**src/rtl/demux_1x8_32bit_buf_if.sv**
```systemverilog
// Handshake and data bundle for the 1:8 buffered demultiplexer.
// The master side is the producer plus the 8 consumers. The slave side is the demux itself.
interface demux_1x8_32bit_buf_if #(
    parameter int WIDTH = 32,
    parameter int CNT_W = 16
);
    logic                 in_valid;
    logic                 in_ready;
    logic [WIDTH-1:0]     in_data;
    logic                 bcast;
    logic                 sel_2;
    logic                 sel_1;
    logic                 sel_0;
    logic [8*WIDTH-1:0]   out_bus;
    logic [7:0]           out_valid;
    logic [7:0]           out_ready;
    logic [CNT_W-1:0]     xfer_count;

    modport master (
        output in_valid, in_data, bcast, sel_2, sel_1, sel_0, out_ready,
        input  in_ready, out_bus, out_valid, xfer_count
    );

    modport slave (
        input  in_valid, in_data, bcast, sel_2, sel_1, sel_0, out_ready,
        output in_ready, out_bus, out_valid, xfer_count
    );
endinterface

```
**src/rtl/demux_1x8_32bit_buf.sv**
```systemverilog
// 1:8 demultiplexer with a 1-deep output register per channel.
// It routes one word to the selected channel, or to all 8 channels in broadcast mode.
// It counts accepted input transfers in a counter that wraps.
module demux_1x8_32bit_buf #(
    parameter int WIDTH = 32,
    parameter int CNT_W = 16
) (
    input  logic                  clk,
    input  logic                  reset,
    demux_1x8_32bit_buf_if.slave  bus
);
    logic [WIDTH-1:0]   data_q  [8];
    logic [WIDTH-1:0]   data_d  [8];
    logic [7:0]         valid_q;
    logic [7:0]         valid_d;
    logic [CNT_W-1:0]   cnt_q;
    logic [CNT_W-1:0]   cnt_d;

    logic [2:0]         sel_idx;
    logic [7:0]         free;
    logic [7:0]         load;
    logic               ready;
    logic               accept;
    logic [8*WIDTH-1:0] out_bus_c;

    // Compute the handshake and the next state of each channel.
    // When a channel is popped and loaded in the same cycle, the load wins.
    always_comb begin
        sel_idx = {bus.sel_2, bus.sel_1, bus.sel_0};
        free    = ~valid_q | bus.out_ready;
        ready   = bus.bcast ? (&free) : free[sel_idx];
        accept  = bus.in_valid & ready;
        load    = '0;
        valid_d = valid_q;
        for (int unsigned k = 0; k < 8; k++) begin
            data_d[k] = data_q[k];
            load[k]   = accept & (bus.bcast | (sel_idx == 3'(k)));
            if (load[k]) begin
                data_d[k]  = bus.in_data;
                valid_d[k] = 1'b1;
            end else if (bus.out_ready[k]) begin
                valid_d[k] = 1'b0;
            end
        end
        cnt_d = cnt_q + {{(CNT_W-1){1'b0}}, accept};
    end

    // Channel registers and the transfer counter. Reset is asynchronous.
    always_ff @(posedge clk or posedge reset) begin
        if (reset) begin
            valid_q <= '0;
            cnt_q   <= '0;
            for (int unsigned k = 0; k < 8; k++) begin
                data_q[k] <= '0;
            end
        end else begin
            valid_q <= valid_d;
            cnt_q   <= cnt_d;
            for (int unsigned k = 0; k < 8; k++) begin
                data_q[k] <= data_d[k];
            end
        end
    end

    // Pack the channel registers onto the flat output bus.
    always_comb begin
        out_bus_c = '0;
        for (int unsigned k = 0; k < 8; k++) begin
            out_bus_c[k*WIDTH +: WIDTH] = data_q[k];
        end
    end

    assign bus.in_ready   = ready;
    assign bus.out_valid  = valid_q;
    assign bus.out_bus    = out_bus_c;
    assign bus.xfer_count = cnt_q;
endmodule

```
**src/flat_wrapper.sv**
```systemverilog
// flat-port wrapper written by rule: the top's interface ports become plain ports
module demux_1x8_32bit_buf_flat 
#(
    parameter int WIDTH = 32,
    parameter int CNT_W = 16
)
  (clk, reset, bus_in_valid, bus_in_data, bus_bcast, bus_sel_2, bus_sel_1, bus_sel_0, bus_out_ready, bus_in_ready, bus_out_bus, bus_out_valid, bus_xfer_count);
  demux_1x8_32bit_buf_if #(.WIDTH(WIDTH), .CNT_W(CNT_W)) bus_i ();
  input  logic clk;
  input  logic reset;
  input wire logic [$bits(bus_i.in_valid)-1:0] bus_in_valid;
  input wire logic [$bits(bus_i.in_data)-1:0] bus_in_data;
  input wire logic [$bits(bus_i.bcast)-1:0] bus_bcast;
  input wire logic [$bits(bus_i.sel_2)-1:0] bus_sel_2;
  input wire logic [$bits(bus_i.sel_1)-1:0] bus_sel_1;
  input wire logic [$bits(bus_i.sel_0)-1:0] bus_sel_0;
  input wire logic [$bits(bus_i.out_ready)-1:0] bus_out_ready;
  output wire logic [$bits(bus_i.in_ready)-1:0] bus_in_ready;
  output wire logic [$bits(bus_i.out_bus)-1:0] bus_out_bus;
  output wire logic [$bits(bus_i.out_valid)-1:0] bus_out_valid;
  output wire logic [$bits(bus_i.xfer_count)-1:0] bus_xfer_count;
  assign bus_i.in_valid = bus_in_valid;
  assign bus_i.in_data = bus_in_data;
  assign bus_i.bcast = bus_bcast;
  assign bus_i.sel_2 = bus_sel_2;
  assign bus_i.sel_1 = bus_sel_1;
  assign bus_i.sel_0 = bus_sel_0;
  assign bus_i.out_ready = bus_out_ready;
  assign bus_in_ready = bus_i.in_ready;
  assign bus_out_bus = bus_i.out_bus;
  assign bus_out_valid = bus_i.out_valid;
  assign bus_xfer_count = bus_i.xfer_count;
  demux_1x8_32bit_buf #(.WIDTH(WIDTH), .CNT_W(CNT_W)) u_core (.clk(clk), .reset(reset), .bus(bus_i));
endmodule
```
**config.mk**
```make
export PLATFORM = sky130hd
export DESIGN_NAME = demux_1x8_32bit_buf_flat
export DESIGN_NICKNAME = d
export VERILOG_FILES = /design/src/rtl/demux_1x8_32bit_buf_if.sv /design/src/rtl/demux_1x8_32bit_buf.sv /design/src/flat_wrapper.sv
export SDC_FILE = /design/constraint.sdc
export NUM_CORES = 1
export LEC_CHECK = 0
export ABC_AREA = 0
export CAP_MARGIN = 10
export CORE_MARGIN = 4
export CORE_UTILIZATION = 47
export DETAILED_ROUTE_END_ITERATION = 8
export GPL_ROUTABILITY_DRIVEN = 0
export PLACE_DENSITY = 0.86
export SKIP_CTS_REPAIR_TIMING = 1
export SLEW_MARGIN = 20
export SYNTH_ARGS = -nofsm -noshare
export SYNTH_HDL_FRONTEND = slang
export SYNTH_SLANG_ARGS = --single-unit
```
**constraint.sdc**
```tcl
create_clock -name clk -period 12 [get_ports clk]
set_input_delay 3.6 -clock clk [delete_from_list [all_inputs] [get_ports clk]]
set_output_delay 3.6 -clock clk [all_outputs]
set_load 0.005 [all_outputs]
```
Word-level counts from Yosys, hierarchy flattened
Cells that the tools add are included.
{"block": "word_totals", "input_bits": 47, "word_cells": 74, "out_inout_bits": 281, "register_bits": 280}
{"block": "op_classes", "n_eq_ne": 7, "mux": 19, "n_bitwise": 19, "n_lt_le_gt_ge": 1, "n_reduce_logical": 10, "addsub": 1}
{"op": "$mux 1", "n": 18}
{"op": "$add 16x1->16", "n": 1}
{"op": "$reduce_bool 2->1", "n": 8}
{"op": "$eq 3x3->1 const B", "n": 4}
{"op": "$and 1x1->1", "n": 9}
{"op": "$not 8->8", "n": 1}
{"op": "$or 1x1->1", "n": 8}
{"op": "$or 8x8->8", "n": 1}
{"op": "$reduce_and 8->1", "n": 1}
{"op": "$eq 3x2->1 const B", "n": 2}
{"op": "$lt 3x4->1 const B", "n": 1}
{"op": "$bmux 1 s3", "n": 1}
{"op": "$eq 3x1->1 const B", "n": 1}
{"op": "$logic_not 3->1", "n": 1}

Logic depth before layout (Yosys ltp)
Gate-level depths: netlist of the first run.
{"block": "depth", "depth_word": 8, "depth_mapped": 13, "depth_no_buf": 11}

Least setup slack after synthesis of the first run
No wires, ideal clock.
{"block": "synth_path", "path_kind": "input -> output", "startpoint": "in bus_sel_0", "endpoint": "out bus_in_ready", "required_ps": 8400, "path_stages": 6, "slack_ps": 3893, "n_path_buf": 2, "arrival_time_ps": 4507, "path_cell_list": "buf_4 -> nor4b_2 -> nor4_2 -> a22oi_2 -> buf_6 -> nand2_1"}
{"block": "synth_via", "elab_chain_len": 3}
{"item": "start: declaration", "line_no": "flat_wrapper.sv:16", "source": "input wire logic [$bits(bus_i.sel_0)-1:0] bus_sel_0;"}
{"item": "$bmux 1 s3", "line_no": "demux_1x8_32bit_buf.sv:31", "source": "ready = bus.bcast ? (&free) : free[sel_idx];"}
{"item": "$mux 1 (not written as such)", "line_no": "demux_1x8_32bit_buf.sv:31"}
{"item": "$mux 1", "line_no": "demux_1x8_32bit_buf.sv:31"}
{"item": "end: declaration", "line_no": "flat_wrapper.sv:18", "source": "output wire logic [$bits(bus_i.in_ready)-1:0] bus_in_ready;"}
Every way passes these cells. The select of a mux whose other input is x is not followed.

Worst setup path after layout of the first run
{"block": "layout_path", "startpoint": "in bus_out_ready[2]", "endpoint": "out bus_in_ready"}
{"block": "layout_via", "elab_chain_len": 4, "elab_cells_between_ends": 5, "classes_between": "mux (3); bitwise (1); reduce/logical (1)"}
{"item": "start: declaration", "line_no": "flat_wrapper.sv:17", "source": "input wire logic [$bits(bus_i.out_ready)-1:0] bus_out_ready;"}
{"item": "$or 8x8->8 (*)", "line_no": "demux_1x8_32bit_buf.sv:30", "source": "free = ~valid_q | bus.out_ready;"}
{"item": "$bmux 1 s3", "line_no": "demux_1x8_32bit_buf.sv:31"}
{"item": "$mux 1 (not written as such)", "line_no": "demux_1x8_32bit_buf.sv:31"}
{"item": "$mux 1 (*)", "line_no": "demux_1x8_32bit_buf.sv:31"}
Mark *: on every way between the ends. The rest lies on a longest branch, timed or not. The select of a mux whose other input is x is not followed.

==> impl_metrics.json, run 1 <==
{
  "leakage_nw": 6.512,
  "row_count": 56,
  "cts-buffers-inserted": 28,
  "synth_edf_count": 0,
  "hpwl_um": 20210,
  "cp.required_ns": 8.40,
  "fillCellCount": 1671,
  "finalSetupViolCount": 0,
  "syn_inst": 664,
  "critPathKind": "in -> out",
  "ys_ff_latch": 280,
  "die_w_um": 161.8,
  "clk_latency_ns": 0.53,
  "synthArstFlopShare": 1.000,
  "ys_seq_area_frac": 0.6301,
  "wl_per_cell_um": 22.03,
  "antenna_cells": 0,
  "vias_per_cell": 5.139,
  "grt_pass1_vias": 7594,
  "yosys_warnings": 0,
  "clk_path_buf_depth": 3,
  "worstMarginPinSlew_ns": 1.001,
  "cp-start-kind": "primary input",
  "hold_path.class": "reg -> reg",
  "syn_area_per_cell_um2": 16.75,
  "grt_pass1_wl_um": 45760,
  "coreArea_mm2": 0.02340,
  "max_slew_margin": 0.3304,
  "syn-num-nets": 713,
  "power.density_mw_per_mm2": 218.3,
  "hold_violations": 0,
  "syn_area_mm2": 0.01112,
  "portBuffers": 327,
  "io_pins": 328,
  "fin_tns_setup_ns": 0,
  "cts_tree": "yes",
  "placed_cell_area_mm2": 0.01453,
  "peakVddDrop_v": 0.0001201,
  "period_minus_slack_ns": 9.983,
  "fin_crit_sh": 0.8319,
  "cts-root-buf": "clkbuf_16",
  "fp.dieH_um": 161.8,
  "startpoint": "bus_out_ready[2]",
  "vias": 6897,
  "slew_violations": 0,
  "antenna_found_initial": 0,
  "die-area_mm2": 0.02618,
  "synth_cell_types": 38,
  "nets": 1051,
  "grt_max_degree": 128,
  "outcome": "finished clean",
  "path_clk_slew_ns": 0.06,
  "gr-total-overflow": 0,
  "htree_levels": 1,
  "synthFlopType": "dfrtp_1",
  "final_cell_area_mm2": 0.01549,
  "power_mw": 3.382,
  "cts_num_sinks": 280,
  "crit_arrival_ns": 6.38,
  "timing.rr.start": "u_core.bus.out_valid[7]",
  "drive_above_1_share": 0.3265,
  "rsz0062_at_grt": "false",
  "drtPass1Iterations": 4,
  "start_util": 0.4751,
  "drt-total-wl_um": 29560,
  "cp-end-kind": "primary output",
  "final_antenna_net_count": 0,
  "clock.fmax_ghz": 0.1002,
  "fin_util": 0.6619,
  "skew_ns": 0.01187,
  "drc": 0,
  "hold_path_startpoint": "u_core.bus.xfer_count[15]",
  "maxCapViolCount": 0,
  "drt_iter0_drc": 267,
  "area_growth_pct": 39.32,
  "track_usage": 0.2232,
  "crit_path_max_fanout": 9
}
-- per-layer routing --
metal | vias up | share of wire | global-route usage
li1 | 3025 | - | -
met1 | 3558 | 0.40 | 0.2814
met2 | 266 | 0.49 | 0.3784
met3 | 48 | 0.080 | 0.06470
met4 | 0 | 0.027 | 0.06421
met5 | - | 0 | 0
-- path summary, 6_finish.rpt --
| path | slack (ns) | depth (start not counted) | endpoint |
|---|---|---|---|
| max in group asynchronous | 6.77 | 3 | u_core.bus.out_bus[4] |
| min in group asynchronous | 3.66 | 2 | u_core.bus.out_bus[64] |
| worst min-delay path | 0.47 | 1 | u_core.bus.xfer_count[15] |
| worst max-delay path | 2.02 | 6 | bus_in_ready |
| worst max register to register | 8.19 | 6 | u_core.bus.out_bus[252] |
| worst min register to register | 0.47 | 1 | u_core.bus.xfer_count[15] |
-- synthesized netlist by cell type, types with 3 or more instances --
cell type | n | area [um2]
a21o_1 | 4 | 30.03
or2_2 | 3 | 18.77
a21oi_4 | 8 | 130.1
xor2_1 | 5 | 43.79
buf_12 | 3 | 60.06
nor3b_1 | 4 | 30.03
nor3_1 | 4 | 20.02
dfrtp_1 | 280 | 7007
nor2_1 | 5 | 18.77
nand2_1 | 8 | 30.03
o21ai_0 | 9 | 45.04
nand4_1 | 3 | 18.77
buf_6 | 24 | 270.3
and3_1 | 3 | 18.77
mux2_2 | 218 | 2455
inv_1 | 5 | 18.77
xnor2_1 | 9 | 78.83
mux2_4 | 36 | 540.5
nand3_1 | 7 | 35.03
-- power breakdown --
part | internal [mW] | leakage [nW] | total, mW | switching, mW
Sequential | 1.23 | 3.33 | 1.40 | 0.167
Combinational | 0.737 | 2.69 | 1.09 | 0.357
Clock | 0.529 | 0.485 | 0.891 | 0.362
Total | 2.50 | 6.51 | 3.38 | 0.886
-- area by class of cell --
| class | count | area (um2) | area share |
|---|---|---|---|
| well taps | 319 | 399.1 | 0.02577 |
| clock buffers | 42 | 884.6 | 0.05710 |
| repair buffers | 337 | 3348 | 0.2161 |
| clock inverters | 9 | 77.57 | 0.005008 |
| multi-input cells | 348 | 3741 | 0.2415 |
| flip-flops and latches | 280 | 7007 | 0.4523 |
| inverters | 7 | 33.78 | 0.002181 |
-- layout by cell type, fill, tap and decap left out, types with 3 or more instances in the layout --
cell type,Yosys,routed
clkdlybuf4s50_1,0,327
o21ai_0,9,9
clkbuf_16,0,29
xnor2_1,9,9
clkinv_2,0,6
buf_4,2,10
inv_1,5,4
mux2_4,36,36
dfrtp_1,280,280
mux2_2,218,218
and3_1,3,3
a21oi_4,8,8
clkbuf_8,0,11
nand3_1,7,7
xor2_1,5,5
nor3_1,4,4
nor3b_1,4,4
or2_2,3,3
nor2_1,5,5
nand2_1,8,8
nand4_1,3,3
a21o_1,4,4
-- metrics by stage --
step,setup slack [ns],hold slack (ns),instances
2_1_floorplan,0.6778,0.4684,664
3_3_place_gp,2.135,0.4616,1291
3_5_place_dp,2.052,0.4641,1291
4_1_cts,2.048,0.4746,1342
5_1_grt,1.795,0.5132,1342
6_report,2.017,0.4725,1342
-- worst max-delay path, cell delays in order --
cell and delay (ns):
clkdlybuf4s50_1 0.49, inv_1 0.06, a222oi_1 0.41, nand4_1 0.85, nand2_1 0.36, clkdlybuf4s50_1 0.60
-- kinds of logic (layout without fill, tap and decap cells) --
family                     after synthesis  after routing  synth area share
xor gates and xnor gates                14             14           0.01103
buffers and inverters                   36            395           0.03342
DFF                                    280            280            0.6301
adders and majority gates                2              2          0.002250
AOI/OAI and AO/OA                       26             26           0.02329
and+or+nand+nor                         50             50           0.02847
muxes                                  256            256            0.2714
-- state kept, by name, indices dropped and copies added (netlist names) --
signal,flops
u_core.bus.out_bus,256
u_core.bus.out_valid,8
u_core.bus.xfer_count,16
(Power assumes the default switching activity.)
==> inputs of run 2 (changes only) <==
- CORE_UTILIZATION: 47 -> 43
- PLACE_DENSITY: 0.86 -> 0.83
- clock period: 12 -> 8.1 ns (I/O delays scaled with it)
==> impl_metrics.json, run 2 (same netlist as run 1, synthesis figures left out) <==
{
  "worstMarginPinSlew_ns": 0.9220,
  "clk_latency_ns": 0.53,
  "critPathKind": "in -> out",
  "r2r_cells": 7,
  "cts-buffers-inserted": 28,
  "clk_path_buf_depth": 3,
  "track_usage": 0.2024,
  "power_mw": 4.962,
  "drt_iter0_drc": 461,
  "drc": 0,
  "cts_num_sinks": 280,
  "die_w_um": 168.8,
  "vias_per_cell": 5.137,
  "fp.dieH_um": 168.8,
  "fin_crit_sh": 0.8869,
  "antenna_cells": 0,
  "max_slew_margin": 0.3840,
  "cp-start-kind": "primary input",
  "wl_per_cell_um": 21.83,
  "p_sw_frac": 0.2609,
  "vias": 6955,
  "antenna_found_initial": 0,
  "grt_pass1_vias": 7432,
  "reg2reg_to": "u_core.bus.out_bus[254]",
  "slew_violations": 0,
  "area_growth_pct": 39.39,
  "outcome": "finished clean",
  "period_minus_slack_ns": 7.184,
  "min_path_cells": 1,
  "maxCapViolCount": 0,
  "die-area_mm2": 0.02850,
  "internal_power_mw": 3.667,
  "largest_register_ffs": 256,
  "hold_violations": 0,
  "cp.required_ns": 5.67,
  "timing.rr.start": "u_core.bus.out_valid[7]",
  "reg2reg_slack_ns": 5.04,
  "power.density_mw_per_mm2": 320.1,
  "final-instance-count-excl-fill": 1354,
  "rsz0062_at_grt": "false",
  "power_frac_comb": 0.326,
  "holdPathEnd": "u_core.bus.xfer_count[15]",
  "cp-end-kind": "primary output",
  "nets": 1054,
  "cts_tree": "yes",
  "drt-total-wl_um": 29560,
  "coreArea_mm2": 0.02533,
  "crit_path_max_fanout": 15,
  "hold_path_startpoint": "u_core.bus.xfer_count[15]",
  "portBuffers": 327,
  "dp.cells": 1305,
  "drtPass1Iterations": 5,
  "crit_arrival_ns": 4.75,
  "row_count": 58,
  "grt_max_degree": 155,
  "peakVddDrop_v": 0.0002175,
  "htree_levels": 1,
  "final_common_cell": "clkdlybuf4s50_1",
  "clock.fmax_ghz": 0.1392,
  "fin_tns_setup_ns": 0,
  "start_util": 0.4390,
  "final_cell_mix": "clkdlybuf4s50_1 (327), dfrtp_1 (280), mux2_2 (218)",
  "p_sw_mw": 1.295,
  "hpwl_um": 20340,
  "skew_ns": 0.006305,
  "drive_above_1_share": 0.3291,
  "cts-root-buf": "clkbuf_16",
  "gr-total-overflow": 0,
  "final_antenna_net_count": 0,
  "path_clk_slew_ns": 0.06,
  "finalSetupViolCount": 0,
  "io_pins": 328,
  "hold_path.class": "reg -> reg",
  "leakage_nw": 6.505,
  "grt_pass1_wl_um": 45350,
  "clkPwrFrac": 0.258,
  "seqPwrFrac": 0.417
}
run 2: critical path: stages:
cell and delay, ns:
clkdlybuf4s50_1 0.66, nor4b_1 0.49, nor4_2 0.11, a22oi_2 0.18, buf_4 0.27, nand2_1 0.11, clkdlybuf4s50_1 0.51
run 2: how the worst max path moves through the flow:
stage	from	endpoint	slack, ns
floorplan	reset	u_core.bus.out_bus[0]	1.96
detailed placement	bus_sel_1	bus_in_ready	0.95
CTS	bus_sel_1	bus_in_ready	0.95
finish	bus_sel_1	bus_in_ready	0.92
global route	bus_sel_1	bus_in_ready	0.68
global placement	bus_sel_1	bus_in_ready	1.04
run 2: power groups by stage:
stage	logic [mW]	registers (mW)	clock network, mW
after floorplan	0.531	2.10	0
after global placement	1.61	2.06	0
after detailed placement	1.64	2.09	0
after CTS	1.64	2.07	1.31
after global routing	1.71	2.12	1.36
final	1.62	2.07	1.28
run 2: per-layer routing:
layer | GRT usage | vias up | part of all wire
met3 | 0.06189 | 57 | 0.088
met4 | 0.05152 | 0 | 0.027
met5 | 0 | - | 0
li1 | - | 3046 | -
met1 | 0.2622 | 3578 | 0.41
met2 | 0.3350 | 274 | 0.48
run 2: per-stage QoR:
step	hold slack (ns)	setup WS, ns	utilization	area [um2]
after floorplan	0.4684	1.963	-	11120
after global placement	0.4630	1.043	0.5754	14570
after detailed placement	0.4738	0.9486	0.5754	14570
after CTS	0.4882	0.9481	0.6120	15500
after global routing	0.5131	0.6778	0.6120	15500
final	0.4802	0.9164	0.6120	15500
run 2: area by class of cell:
cell class | instances | area [um2]
Inverter | 7 | 30.03
Fill cell | 1916 | 9827
Multi-Input combinational cell | 348 | 3741
Sequential cell | 280 | 7007
Clock inverter | 12 | 90.09
Timing Repair Buffer | 340 | 3383
Clock buffer | 37 | 835.8
Tap cell | 330 | 412.9
==> inputs of run 3 (changes only) <==
- REMOVE_ABC_BUFFERS: default -> 1
==> impl_metrics.json, run 3 (same netlist as run 1, synthesis figures left out) <==
{
  "outcome": "finished clean",
  "track_usage": 0.2058,
  "reg2reg_slack_ns": 5.19,
  "final_common_cell": "clkdlybuf4s50_1",
  "hpwl_um": 20140,
  "cp.required_ns": 5.67,
  "reg2reg_to": "u_core.bus.out_bus[133]",
  "final_cell_mix": "clkdlybuf4s50_1 (327), dfrtp_1 (280), mux2_2 (218)",
  "gr-total-overflow": 0,
  "drc": 0,
  "path_clk_slew_ns": 0.06,
  "clk_path_buf_depth": 3,
  "dp.cells": 1304,
  "hold_path_startpoint": "u_core.bus.xfer_count[15]",
  "skew_ns": 0.01262,
  "crit_arrival_ns": 4.69,
  "nets": 1054,
  "io_pins": 328,
  "hold_path.class": "reg -> reg",
  "fin_util": 0.6122,
  "area_growth_pct": 39.45,
  "clk_latency_ns": 0.53,
  "max_slew_margin": 0.3483,
  "wl_per_cell_um": 21.96,
  "final_antenna_net_count": 0,
  "fillCellCount": 1888,
  "drt_iter0_drc": 341,
  "maxCapViolCount": 0,
  "finalSetupViolCount": 0,
  "cts_tree": "yes",
  "antenna_found_initial": 0,
  "critPathKind": "in -> out",
  "htree_levels": 1,
  "cp-end-kind": "primary output",
  "slew_violations": 0,
  "fin_crit_sh": 0.8795,
  "cts-root-buf": "clkbuf_16",
  "timing.rr.start": "u_core.bus.out_valid[7]",
  "portBuffers": 327,
  "holdPathEnd": "u_core.bus.xfer_count[15]",
  "peakVddDrop_v": 0.0002307,
  "grt_pass1_wl_um": 46170,
  "coreArea_mm2": 0.02533,
  "vias_per_cell": 5.086,
  "placed_cell_area_mm2": 0.01459,
  "hold_slack_ns": 0.4732,
  "leakage_nw": 6.510,
  "grt_max_degree": 145,
  "row_count": 58,
  "cts-buffers-inserted": 29,
  "clock.fmax_ghz": 0.1404,
  "die_w_um": 168.8,
  "start_util": 0.4390,
  "cts_num_sinks": 280,
  "final-instance-count-excl-fill": 1353,
  "hold_violations": 0,
  "die-area_mm2": 0.02850,
  "crit_path_max_fanout": 15,
  "drt-total-wl_um": 29720,
  "final_cell_area_mm2": 0.01551,
  "startpoint": "bus_sel_1",
  "drive_above_1_share": 0.3245,
  "power.density_mw_per_mm2": 320.4,
  "r2r_cells": 7,
  "drtPass1Iterations": 4,
  "largest_register_ffs": 256,
  "grt_pass1_vias": 7615,
  "min_path_cells": 1,
  "fp.dieH_um": 168.8,
  "cp-start-kind": "primary input",
  "vias": 6882,
  "worstMarginPinSlew_ns": 0.9775,
  "period_minus_slack_ns": 7.124,
  "antenna_cells": 0,
  "rsz0062_at_grt": "false"
}
-- run 3: cell count changes in the layout (fill, tap and decap cells not counted) --
cell        before  now
buf_16           0    1
buf_4           12   10
clkbuf_1         0    4
clkinv_2         9    7
clkinvlp_4       3    0
inv_8            0    1
-- run 3: worst max-delay path, stage by stage --
cell and delay, ns:
clkdlybuf4s50_1 0.77, nor4bb_1 0.41, nor4_2 0.07, a22oi_2 0.13, buf_4 0.27, nand2_1 0.13
clkdlybuf4s50_1 0.47
-- run 3: routing by layer --
metal	vias up	wire length, um	global-route usage
li1	3048	-	-
met1	3542	12380	0.2708
met3	40	2555	0.06376
met2	252	14270	0.3391
met5	-	0	0
met4	0	508	0.04446
-- run 3: metrics by stage --
stage	setup slack, ns	TNS, ns	power, mW
floorplan	-2.052	-574.61	2.598
global placement	1.055	0	3.659
detailed placement	0.9922	0	3.719
CTS	0.9794	0	5.028
global route	0.7344	0	5.221
finish	0.9761	0	4.968
-- run 3: report_power, final --
| part | switching (mW) | total [mW] | internal [mW] |
|---|---|---|---|
| clock | 0.527 | 1.28 | 0.754 |
| sequential | 0.249 | 2.07 | 1.82 |
| combinational | 0.520 | 1.61 | 1.09 |
-- run 3: final cells by class --
| cell class | instances | area (um2) | share of cell area |
|---|---|---|---|
| Sequential cell | 280 | 7007 | 0.4519 |
| Inverter | 7 | 33.78 | 0.002179 |
| Tap cell | 330 | 412.9 | 0.02663 |
| Clock inverter | 8 | 65.06 | 0.004196 |
| Multi-Input combinational cell | 348 | 3741 | 0.2413 |
| Timing Repair Buffer | 339 | 3396 | 0.2190 |
| Clock buffer | 41 | 850.8 | 0.05487 |
-- run 3: worst max path at each step --
stage | to | depth (start not counted)
2_1_floorplan | u_core.bus.out_bus[0] | 1
3_3_place_gp | bus_in_ready | 7
3_5_place_dp | bus_in_ready | 7
4_1_cts | bus_in_ready | 7
5_1_grt | bus_in_ready | 7
6_report | bus_in_ready | 7
==> variant: new RTL, flow settings as in run 1 <==
`WIDTH` is set to 32 in 3 places; all go to 64.
--- a/src/rtl/demux_1x8_32bit_buf_if.sv
+++ b/src/rtl/demux_1x8_32bit_buf_if.sv
@@ -1,7 +1,7 @@
 // Handshake and data bundle for the 1:8 buffered demultiplexer.
 // The master side is the producer plus the 8 consumers. The slave side is the demux itself.
 interface demux_1x8_32bit_buf_if #(
-    parameter int WIDTH = 32,
+    parameter int WIDTH = 64,
     parameter int CNT_W = 16
 );
     logic                 in_valid;
--- a/src/rtl/demux_1x8_32bit_buf.sv
+++ b/src/rtl/demux_1x8_32bit_buf.sv
@@ -2,7 +2,7 @@
 // It routes one word to the selected channel, or to all 8 channels in broadcast mode.
 // It counts accepted input transfers in a counter that wraps.
 module demux_1x8_32bit_buf #(
-    parameter int WIDTH = 32,
+    parameter int WIDTH = 64,
     parameter int CNT_W = 16
 ) (
     input  logic                  clk,
--- a/src/flat_wrapper.sv
+++ b/src/flat_wrapper.sv
@@ -1,7 +1,7 @@
 // flat-port wrapper written by rule: the top's interface ports become plain ports
 module demux_1x8_32bit_buf_flat 
 #(
-    parameter int WIDTH = 32,
+    parameter int WIDTH = 64,
     parameter int CNT_W = 16
 )
   (clk, reset, bus_in_valid, bus_in_data, bus_bcast, bus_sel_2, bus_sel_1, bus_sel_0, bus_out_ready, bus_in_ready, bus_out_bus, bus_out_valid, bus_xfer_count);
Interface: changed (resized bus_in_data and bus_out_bus); port bits go from 328 to 616. The function was not compared with the original's and may differ.
==> variant against run 1 <==
Final area grew 85%; synthesized cell count is 81% higher; routed wire length rose by 110%; first-iteration DRC count grew to 3.5 times the old value; synthesized area up 84%; sequential cell count up 256; total power is 91% higher; worst setup slack lost 0.22 ns.
==> variant: results (changes against run 1) <==
Run status
  – Outcome: completed

STA
  – Max Clock Skew: 0.02227 ns (+0.01040 ns)
  – Hold slack: 0.4840 ns (+0.01144 ns)
  – Slew @ Worst Pin: 1.142 ns (+0.1408 ns)

Finish
  – Final-stage net count: 1916 (+82%)
  – Max FFs per register: 512 (+100%)
  – Share of post-route cells with drive strength above 1: 0.3067 (-0.01982)
  – Post-route insts no fill: 2460 (+83%)
  – Final core occ: 0.6681 (+0.006198)
  – N_diodes: 0 (unchanged)
  – Layout filler cell count: 2872 (+72%)

Clock network
  – CTS Buf Count: 54 (+93%)
  – Skew-Pair Late Insertion Delay: 0.59 ns (+0.06 ns)
  – Clk root buf: clkbuf_16
  – CTS HTree Levels: 2 (+1)

Power and ir drop
  – VDD IR max: 0.1557 mV (+30%)
  – Pleak: 11.85 nW (+82%)

Detailed routing
  – Vias per inst: 5.306 (+3.2%)
  – Initial DRT Pass Iterations: 5 (+1)
  – Drt total wl: 61.69 mm (+110%)
  – Drt initial violations: 927 (+250%)

Synth
  – Synth top cells by count: dfrtp_1, mux2_2, buf_6
  – Avg Cell Area, Syn: 17.01 µm² (+1.6%)
  – Syn_nets: 1282 (+80%)
  – Adder-cell share of the synthesized area: 0.001225 (-0.001026)
  – Unique masters post-synth: 29 (-24%)
  – Post-synthesis mux area share: 0.2821 (+0.01074)
  – Sequential element share of the synthesized area: 0.6564 (+0.02625)
  – Synth Area in Compound Gates: 0.01194 (-0.01135)
  – Synth Area in XOR/XNOR: 0.006000 (-0.005027)
  – Main area contributors after synthesis: dfrtp_1, mux2_2, buf_6

Setup path
  – Critical path's top delay family: buffers and inverters
  – CP Data Arrival Time: 6.60 ns (+0.22 ns)
  – Slowest stage delay, CP: 0.71 ns (-0.14 ns)
  – Crit-path max FO: 11 (+2)
  – Critical path's slowest cell: o32a_1
  – R2R Setup Slk: 8.34 ns (+0.15 ns)

GRT
  – Largest net degree at the start of global routing: 194 (+52%)
  – Total GRT Usage: 0.2571 (+0.03395)
  – First-pass GRT wire length: 92.48 mm (+100%)
  – Initial antenna violation count: 1 (+1)

Place
  – Dpl cells: 2363 (+83%)
  – DP Area: 26920 µm² (+85%)
  – Place WS: 1.912 ns (-0.1408 ns)
  – Port Buffers: 615 (+88%)
variant: cell types whose count changed after synthesis, sizes merged, moves of 3 or more:
cell    delta
or2        -3
clkbuf     +3
buf       +22
a21o       -5
mux2     +256
inv        -4
nand2b     +9
o21ai      +7
nor2       +3
dfrtp    +256
variant: layer usage:
layer | vias up | global-route usage | wire, µm
met2 | 588 | 0.4372 | 30810
li1 | 5516 | - | -
met4 | 2 | 0.1146 | 3208
met3 | 162 | 0.08735 | 5248
met1 | 6785 | 0.2963 | 22410
met5 | - | 0 | 12
variant: area by class of cell:
cell class / instances / area share
Clock buffer: 86 / 0.05799
Clock inverter: 10 / 0.003573
Inverter: 3 / 0.0005228
Multi-Input combinational cell: 608 / 0.2242
Sequential cell: 536 / 0.4671
Tap cell: 585 / 0.02549
Timing Repair Buffer: 632 / 0.2212
variant: worst register-to-register path, delay by kind of cell, from the launching register on:
family / cells / cell delay [ns]
mux: 1 / 0.45
flops: 1 / 0.40
compound gates: 1 / 0.90
simple gates: 3 / 0.96
buf+inv: 1 / 0.80
variant: final timing paths:
check                                              from                      end  depth (start not counted)
worst max-delay path                          bus_sel_1             bus_in_ready                          7
worst min-delay path            u_core.bus.out_bus[433]  u_core.bus.out_bus[433]                          1
worst max register to register  u_core.bus.out_valid[1]  u_core.bus.out_bus[186]                          6
worst min register to register  u_core.bus.out_bus[433]  u_core.bus.out_bus[433]                          1
max in group asynchronous                         reset  u_core.bus.out_bus[487]                          5
min in group asynchronous                         reset  u_core.bus.out_bus[133]                          2
variant: power by group:
group	switching [mW]	leakage (nW)	internal, mW
clock	0.690	0.871	0.987
sequential	0.322	6.35	2.37
combinational	0.732	4.63	1.38
